File: src/rtl/fft16_pkg.sv
// Shared constants and FSM encoding for the 16-point FFT
// butterfly scheduler.
package fft16_pkg;

   localparam int N       = 16;
   localparam int LOG2N   = 4;
   localparam int ADDR_W  = 4;
   localparam int TW_W    = 3;
   localparam int TIMEOUT = 63;

   typedef enum logic [2:0] {
      S_IDLE,
      S_ISSUE,
      S_WAIT,
      S_WRITE,
      S_FINISH
   } state_t;

endpackage

File: src/rtl/fft16_addr_gen.sv
// In-place radix-2 DIT address and twiddle generation
// for stage s, butterfly k.
module fft16_addr_gen
   import fft16_pkg::*;
(
   input  logic [1:0]        stage,
   input  logic [2:0]        bf,
   output logic [ADDR_W-1:0] addr0,
   output logic [ADDR_W-1:0] addr1,
   output logic [TW_W-1:0]   tw
);

   logic [ADDR_W-1:0] kx;
   logic [ADDR_W-1:0] span;
   logic [ADDR_W-1:0] hi;
   logic [TW_W-1:0]   lo;

   always_comb begin
      kx    = {1'b0, bf};
      span  = ADDR_W'(1) << stage;
      lo    = bf & TW_W'(span - 1'b1);
      // group base: drop the low s bits of k, leave a gap bit for the span
      hi    = (kx >> stage) << ({1'b0, stage} + 3'd1);
      addr0 = hi | {1'b0, lo};
      addr1 = addr0 + span;
      tw    = lo << (2'd3 - stage);
   end

endmodule

File: src/rtl/fft16_bf_scheduler.sv
// Steps one shared radix-2 butterfly through the 4x8
// operations of an in-place 16-point DIT FFT.
module fft16_bf_scheduler #(
   parameter int ADDR_W  = fft16_pkg::ADDR_W,
   parameter int TW_W    = fft16_pkg::TW_W,
   parameter int TIMEOUT = fft16_pkg::TIMEOUT
) (
   input  logic              i_clk,
   input  logic              i_rst,
   input  logic              i_start,
   output logic              o_busy,
   output logic              o_done,
   output logic              o_err,
   output logic [1:0]        o_stage,
   output logic [ADDR_W-1:0] o_rd_addr0,
   output logic [ADDR_W-1:0] o_rd_addr1,
   output logic [TW_W-1:0]   o_tw_idx,
   output logic              o_bf_start,
   input  logic              i_bf_done,
   output logic              o_wr_en,
   output logic [ADDR_W-1:0] o_wr_addr0,
   output logic [ADDR_W-1:0] o_wr_addr1
);

   import fft16_pkg::*;

   localparam int CNT_W = $clog2(TIMEOUT + 1);

   state_t            state;
   state_t            state_nxt;
   logic [1:0]        s;
   logic [1:0]        s_nxt;
   logic [2:0]        k;
   logic [2:0]        k_nxt;
   logic [CNT_W-1:0]  cnt;
   logic              done_q;
   logic              bf_edge;
   logic              tmo;
   logic              err;
   logic [ADDR_W-1:0] a0_d;
   logic [ADDR_W-1:0] a1_d;
   logic [TW_W-1:0]   tw_d;
   logic [ADDR_W-1:0] a0_q;
   logic [ADDR_W-1:0] a1_q;
   logic [TW_W-1:0]   tw_q;

   assign bf_edge = i_bf_done & ~done_q;
   assign tmo     = (cnt == CNT_W'(TIMEOUT - 1));

   always_ff @(posedge i_clk or posedge i_rst) begin
      if (i_rst) state <= S_IDLE;
      else       state <= state_nxt;
   end

   always_comb begin
      state_nxt = state;
      unique case (state)
         S_IDLE:   if (i_start) state_nxt = S_ISSUE;
         S_ISSUE:  state_nxt = S_WAIT;
         S_WAIT: begin
            if (bf_edge)  state_nxt = S_WRITE;
            else if (tmo) state_nxt = S_IDLE;
         end
         S_WRITE: begin
            if (k == 3'd7 && s == 2'd3) state_nxt = S_FINISH;
            else                        state_nxt = S_ISSUE;
         end
         S_FINISH: state_nxt = S_IDLE;
         default:  state_nxt = S_IDLE;
      endcase
   end

   always_comb begin
      o_bf_start = 1'b0;
      o_wr_en    = 1'b0;
      o_done     = 1'b0;
      o_busy     = 1'b1;
      unique case (state)
         S_IDLE:   o_busy     = 1'b0;
         S_ISSUE:  o_bf_start = 1'b1;
         S_WAIT:   o_busy     = 1'b1;
         S_WRITE:  o_wr_en    = 1'b1;
         S_FINISH: o_done     = 1'b1;
         default:  o_busy     = 1'b0;
      endcase
   end

   always_comb begin
      s_nxt = s;
      k_nxt = k;
      if (state == S_IDLE && i_start) begin
         s_nxt = 2'd0;
         k_nxt = 3'd0;
      end else if (state == S_WRITE) begin
         if (k == 3'd7) begin
            k_nxt = 3'd0;
            if (s != 2'd3) s_nxt = s + 2'd1;
         end else begin
            k_nxt = k + 3'd1;
         end
      end
   end

   // addresses are computed for the op about to issue, then held
   fft16_addr_gen u_addr_gen (
      .stage (s_nxt),
      .bf    (k_nxt),
      .addr0 (a0_d),
      .addr1 (a1_d),
      .tw    (tw_d)
   );

   always_ff @(posedge i_clk or posedge i_rst) begin
      if (i_rst) begin
         s      <= '0;
         k      <= '0;
         cnt    <= '0;
         done_q <= 1'b0;
         err    <= 1'b0;
         a0_q   <= '0;
         a1_q   <= '0;
         tw_q   <= '0;
      end else begin
         done_q <= i_bf_done;
         s      <= s_nxt;
         k      <= k_nxt;
         if (state_nxt == S_ISSUE) begin
            a0_q <= a0_d;
            a1_q <= a1_d;
            tw_q <= tw_d;
         end
         if (state == S_ISSUE)
            cnt <= '0;
         else if (state == S_WAIT && !bf_edge && !tmo)
            cnt <= cnt + 1'b1;
         if (state == S_IDLE && i_start)
            err <= 1'b0;
         else if (state == S_WAIT && !bf_edge && tmo)
            err <= 1'b1;
      end
   end

   assign o_err      = err;
   assign o_stage    = s;
   assign o_rd_addr0 = a0_q;
   assign o_rd_addr1 = a1_q;
   assign o_tw_idx   = tw_q;
   assign o_wr_addr0 = a0_q;
   assign o_wr_addr1 = a1_q;

endmodule

File: config.mk
export PLATFORM = sky130hd
export DESIGN_NAME = fft16_bf_scheduler
export DESIGN_NICKNAME = d
export VERILOG_FILES = /design/src/rtl/fft16_pkg.sv /design/src/rtl/fft16_addr_gen.sv /design/src/rtl/fft16_bf_scheduler.sv
export SDC_FILE = /design/constraint.sdc
export NUM_CORES = 1
export LEC_CHECK = 0
export ABC_AREA = 0
export BUFFER_PORTS_ARGS = -buffer_cell sky130_fd_sc_hd__buf_2
export CAP_MARGIN = 20
export CORE_AREA = 3 3 66 68
export CTS_CLUSTER_DIAMETER = 150
export DETAILED_ROUTE_END_ITERATION = 10
export DIE_AREA = 0 0 69 71
export PLACE_DENSITY = 0.67
export SETUP_SLACK_MARGIN = 0.2
export SLEW_MARGIN = 40
export SYNTH_ARGS = -nofsm -noshare
export SYNTH_HDL_FRONTEND = slang
export SYNTH_HIERARCHICAL = 1
export SYNTH_SLANG_ARGS = --single-unit
File: constraint.sdc
create_clock -name i_clk -period 4.9 [get_ports i_clk]
set_clock_uncertainty 0.1 [all_clocks]
set_input_delay 0.49 -clock i_clk [delete_from_list [all_inputs] [get_ports i_clk]]
set_output_delay 0.49 -clock i_clk [all_outputs]
set_load 0.02 [all_outputs]
==> results.py <==
metrics = {
    "global_route": {
        "antenna_found_initial": 0,
        "grt_pass1_wl_mm": 5.016,
        "grt_overflow": 0,
        "grt_usage": 0.1247,
        "grt_pass1_vias": 1140,
        "grt_max_degree": 28,
    },
    "floorplanning": {
        "initial_core_util": 0.4262,
        "die_h_um": 71,
        "die_area_um2": 4899,
        "die_w_um": 69,
        "io_pins": 30,
        "core_um2": 3914,
        "num_rows": 23,
    },
    "synthesis": {
        "synth_cell_types": 37,
        "netlist_area_um2": 1668,
        "synth_top_family_by_area": "simple AND/OR/NAND/NOR gates",
        "syn-instance-count": 169,
        "avgSynthCellArea_um2": 9.869,
        "synth_edf_count": 0,
        "yosys-mux-area-fraction": 0.09827,
        "synth-seq-cells": 27,
        "synth-xor-area-share": 0.02626,
        "ys_seq_area_frac": 0.4051,
        "synthesis.nets": 186,
        "ys.flop_type": "dfrtp_1",
        "async_flop_share": 1.000,
        "synthAdderAreaFrac": 0.1020,
        "yosysWarnings": 6,
        "synth-simple-area-share": 0.1823,
        "synth_compound_area_frac": 0.1035,
    },
    "drt": {
        "wl_per_cell_um": 12.31,
        "wl_mm": 2.954,
        "drc": 0,
        "vias": 1222,
        "drt_iter0_drc": 61,
        "antenna_left": 0,
        "viasPerCell": 5.092,
        "firstDrtPassIters": 4,
    },
    "cells_and_area": {
        "final_util": 0.4680,
        "finalNetCount": 208,
        "multi_input_area_um2": 858.3,
        "fillCellCount": 382,
        "regArea_um2": 675.6,
        "final_common_cell": "buf_2",
        "final_cell_mix": "buf_2, dfrtp_1, nand2_1",
        "num_antenna_cells": 0,
        "area_growth_pct": 9.828,
        "drive_above_1_share": 0.2632,
    },
    "status": {
        "status": "completed",
    },
    "place": {
        "io_buffers": 29,
        "gp_congestion": 0.8187,
        "dp_hpwl_mm": 2.249,
    },
    "power_and_ir_drop": {
        "power.leakage_nw": 0.9267,
        "powerDensity_nw_per_um2": 435.2,
        "peakVddDrop_v": 0.0001868,
    },
    "cts": {
        "cts_setup_buffers": 0,
        "cts.sinks": 27,
        "clk_path_buf_depth": 2,
        "holdBufCountCts": 0,
        "cts-root-buf": "clkbuf_8",
        "clk_pin_slew_ns": 0.09,
        "clkLatencyLatePin_ns": 0.27,
        "cts_buffers": 3,
        "cts_tree": "yes",
        "htreeDepth": 1,
        "cts_resized": 0,
    },
    "timing": {
        "hold_viol": 0,
        "setup-violations-final": 0,
        "maxSlewViolCount": 0,
        "tightest_slew_ns": 0.7147,
        "hold-worst-slack_ns": 0.1602,
        "fmax_mhz": 254.2,
        "fin_tns_setup_ns": 0,
        "slew_headroom": 0.5218,
        "fin_crit_sh": 0.8028,
        "rsz0062_at_grt": "no",
        "min_period_ns": 3.934,
    },
    "setup_path": {
        "critPathLaunchType": "register",
        "cp.required_ns": 4.96,
        "cp_slowest_cell": "nor2_1",
        "cp_cell_sequence": "nand3b_1 > inv_1 > a31oi_1 > nor2_1 > inv_1 > ha_1 > xor2_1 > o41ai_1 > ha_1 > a21oi_1 > xor2_1 > mux2_2",
        "reg2reg_depth": 12,
        "cp_top_family": "simple AND/OR/NAND/NOR gates",
        "cp_max_fo": 13,
        "cpPeakStageDelay_ns": 0.56,
        "end_kind": "register",
        "worst-path-stages": 12,
        "critPathArrivalTime_ns": 3.99,
        "crit_type": "reg2reg",
        "path_buf_inv": 2,
    },
    "worst_hold_path": {
        "hold_path.class": "in2async",
    },
    "run": {
        "maxCapViolCount": 0,
    },
}
## cells in the mapped netlist (3+ instances only)
cell | number | share of area
inv_1 | 10 | 0.023
dfrtp_1 | 27 | 0.41
buf_4 | 9 | 0.041
ha_1 | 12 | 0.090
mux2i_1 | 4 | 0.024
nor2_1 | 13 | 0.029
o21ai_0 | 4 | 0.012
mux2_2 | 11 | 0.074
xnor2_1 | 3 | 0.016
nand3_1 | 6 | 0.018
a21oi_1 | 13 | 0.039
a21o_1 | 3 | 0.014
o31ai_1 | 3 | 0.014
nand2_1 | 15 | 0.034
nor3_1 | 4 | 0.012
## stage by stage
step	setup slack [ns]	power, mW	instance area, um^2	instances
2_1_floorplan	1.164	0.6073	1668	169
3_3_place_gp	1.044	0.6803	1783	236
3_5_place_dp	0.9590	0.6839	1787	236
4_1_cts	0.9354	0.8112	1832	240
5_1_grt	0.6009	0.8655	1832	240
6_report	0.9664	0.7972	1832	240
## logic make-up (layout without fill, tap and decap cells)
group | Yosys count | count (layout)
flops | 27 | 27
xor+xnor | 5 | 5
simple gates | 58 | 58
buf+inv | 23 | 44
compound gates | 28 | 28
fa+ha+maj | 13 | 13
mux | 15 | 15
## registers in the layout, summed over array words and instances (netlist names)
| register | flops |
|---|---|
| o_err | 1 |
| o_rd_addr1 | 4 |
| state | 3 |
| o_tw_idx | 3 |
| done_q | 1 |
| o_rd_addr0 | 4 |
| o_stage | 2 |
| cnt | 6 |
| k | 3 |
## worst register-to-register path: cells and delay by family, from the launching register on
kind	cells	cell delay (ns)
AO/OA/AOI/OAI	3	0.66
XOR/XNOR	2	0.25
adder cells (fa/ha/maj)	2	0.73
buffers and inverters	2	0.47
flip-flops	1	0.48
multiplexers	1	0.25
AND/OR/NAND/NOR	2	0.89
## cell type report
type	count	share of cell area
repair buffers	30	0.08333
clock buffers	4	0.02459
multi-input cells	119	0.4686
flip-flops and latches	27	0.3689
inverters	10	0.02049
well taps	50	0.03415
## final timing paths
path	from	end	slack, ns
min in group i_clk	i_bf_done	done_q$_DFF_PP0_	0.24
setup reg to reg	state[2]$_DFF_PP0_	o_rd_addr1[3]$_DFFE_PP0N_	0.97
hold / removal	i_rst	cnt[1]$_DFFE_PP0P_	0.16
hold reg to reg	o_tw_idx[2]$_DFFE_PP0N_	o_tw_idx[2]$_DFFE_PP0N_	0.41
setup / recovery	state[2]$_DFF_PP0_	o_rd_addr1[3]$_DFFE_PP0N_	0.97
max in group asynchronous	i_rst	o_tw_idx[0]$_DFFE_PP0N_	4.17
## where the power goes
part           leakage (nW)  switching [mW]  internal [mW]  total (mW)
combinational         0.545           0.215          0.140       0.355
clock                0.0228          0.0660         0.0582       0.124
sequential            0.359          0.0485          0.270       0.318
total                 0.927           0.330          0.467       0.797
## per-layer routing
metal	vias to the layer above	GRT usage	routed length, um
li1	620	-	-
met1	577	0.1482	1329
met2	21	0.2203	1473
met3	4	0.04119	129
met4	0	0.02603	22
met5	-	0	0
Note: power is estimated with default switching activity, not from simulation.
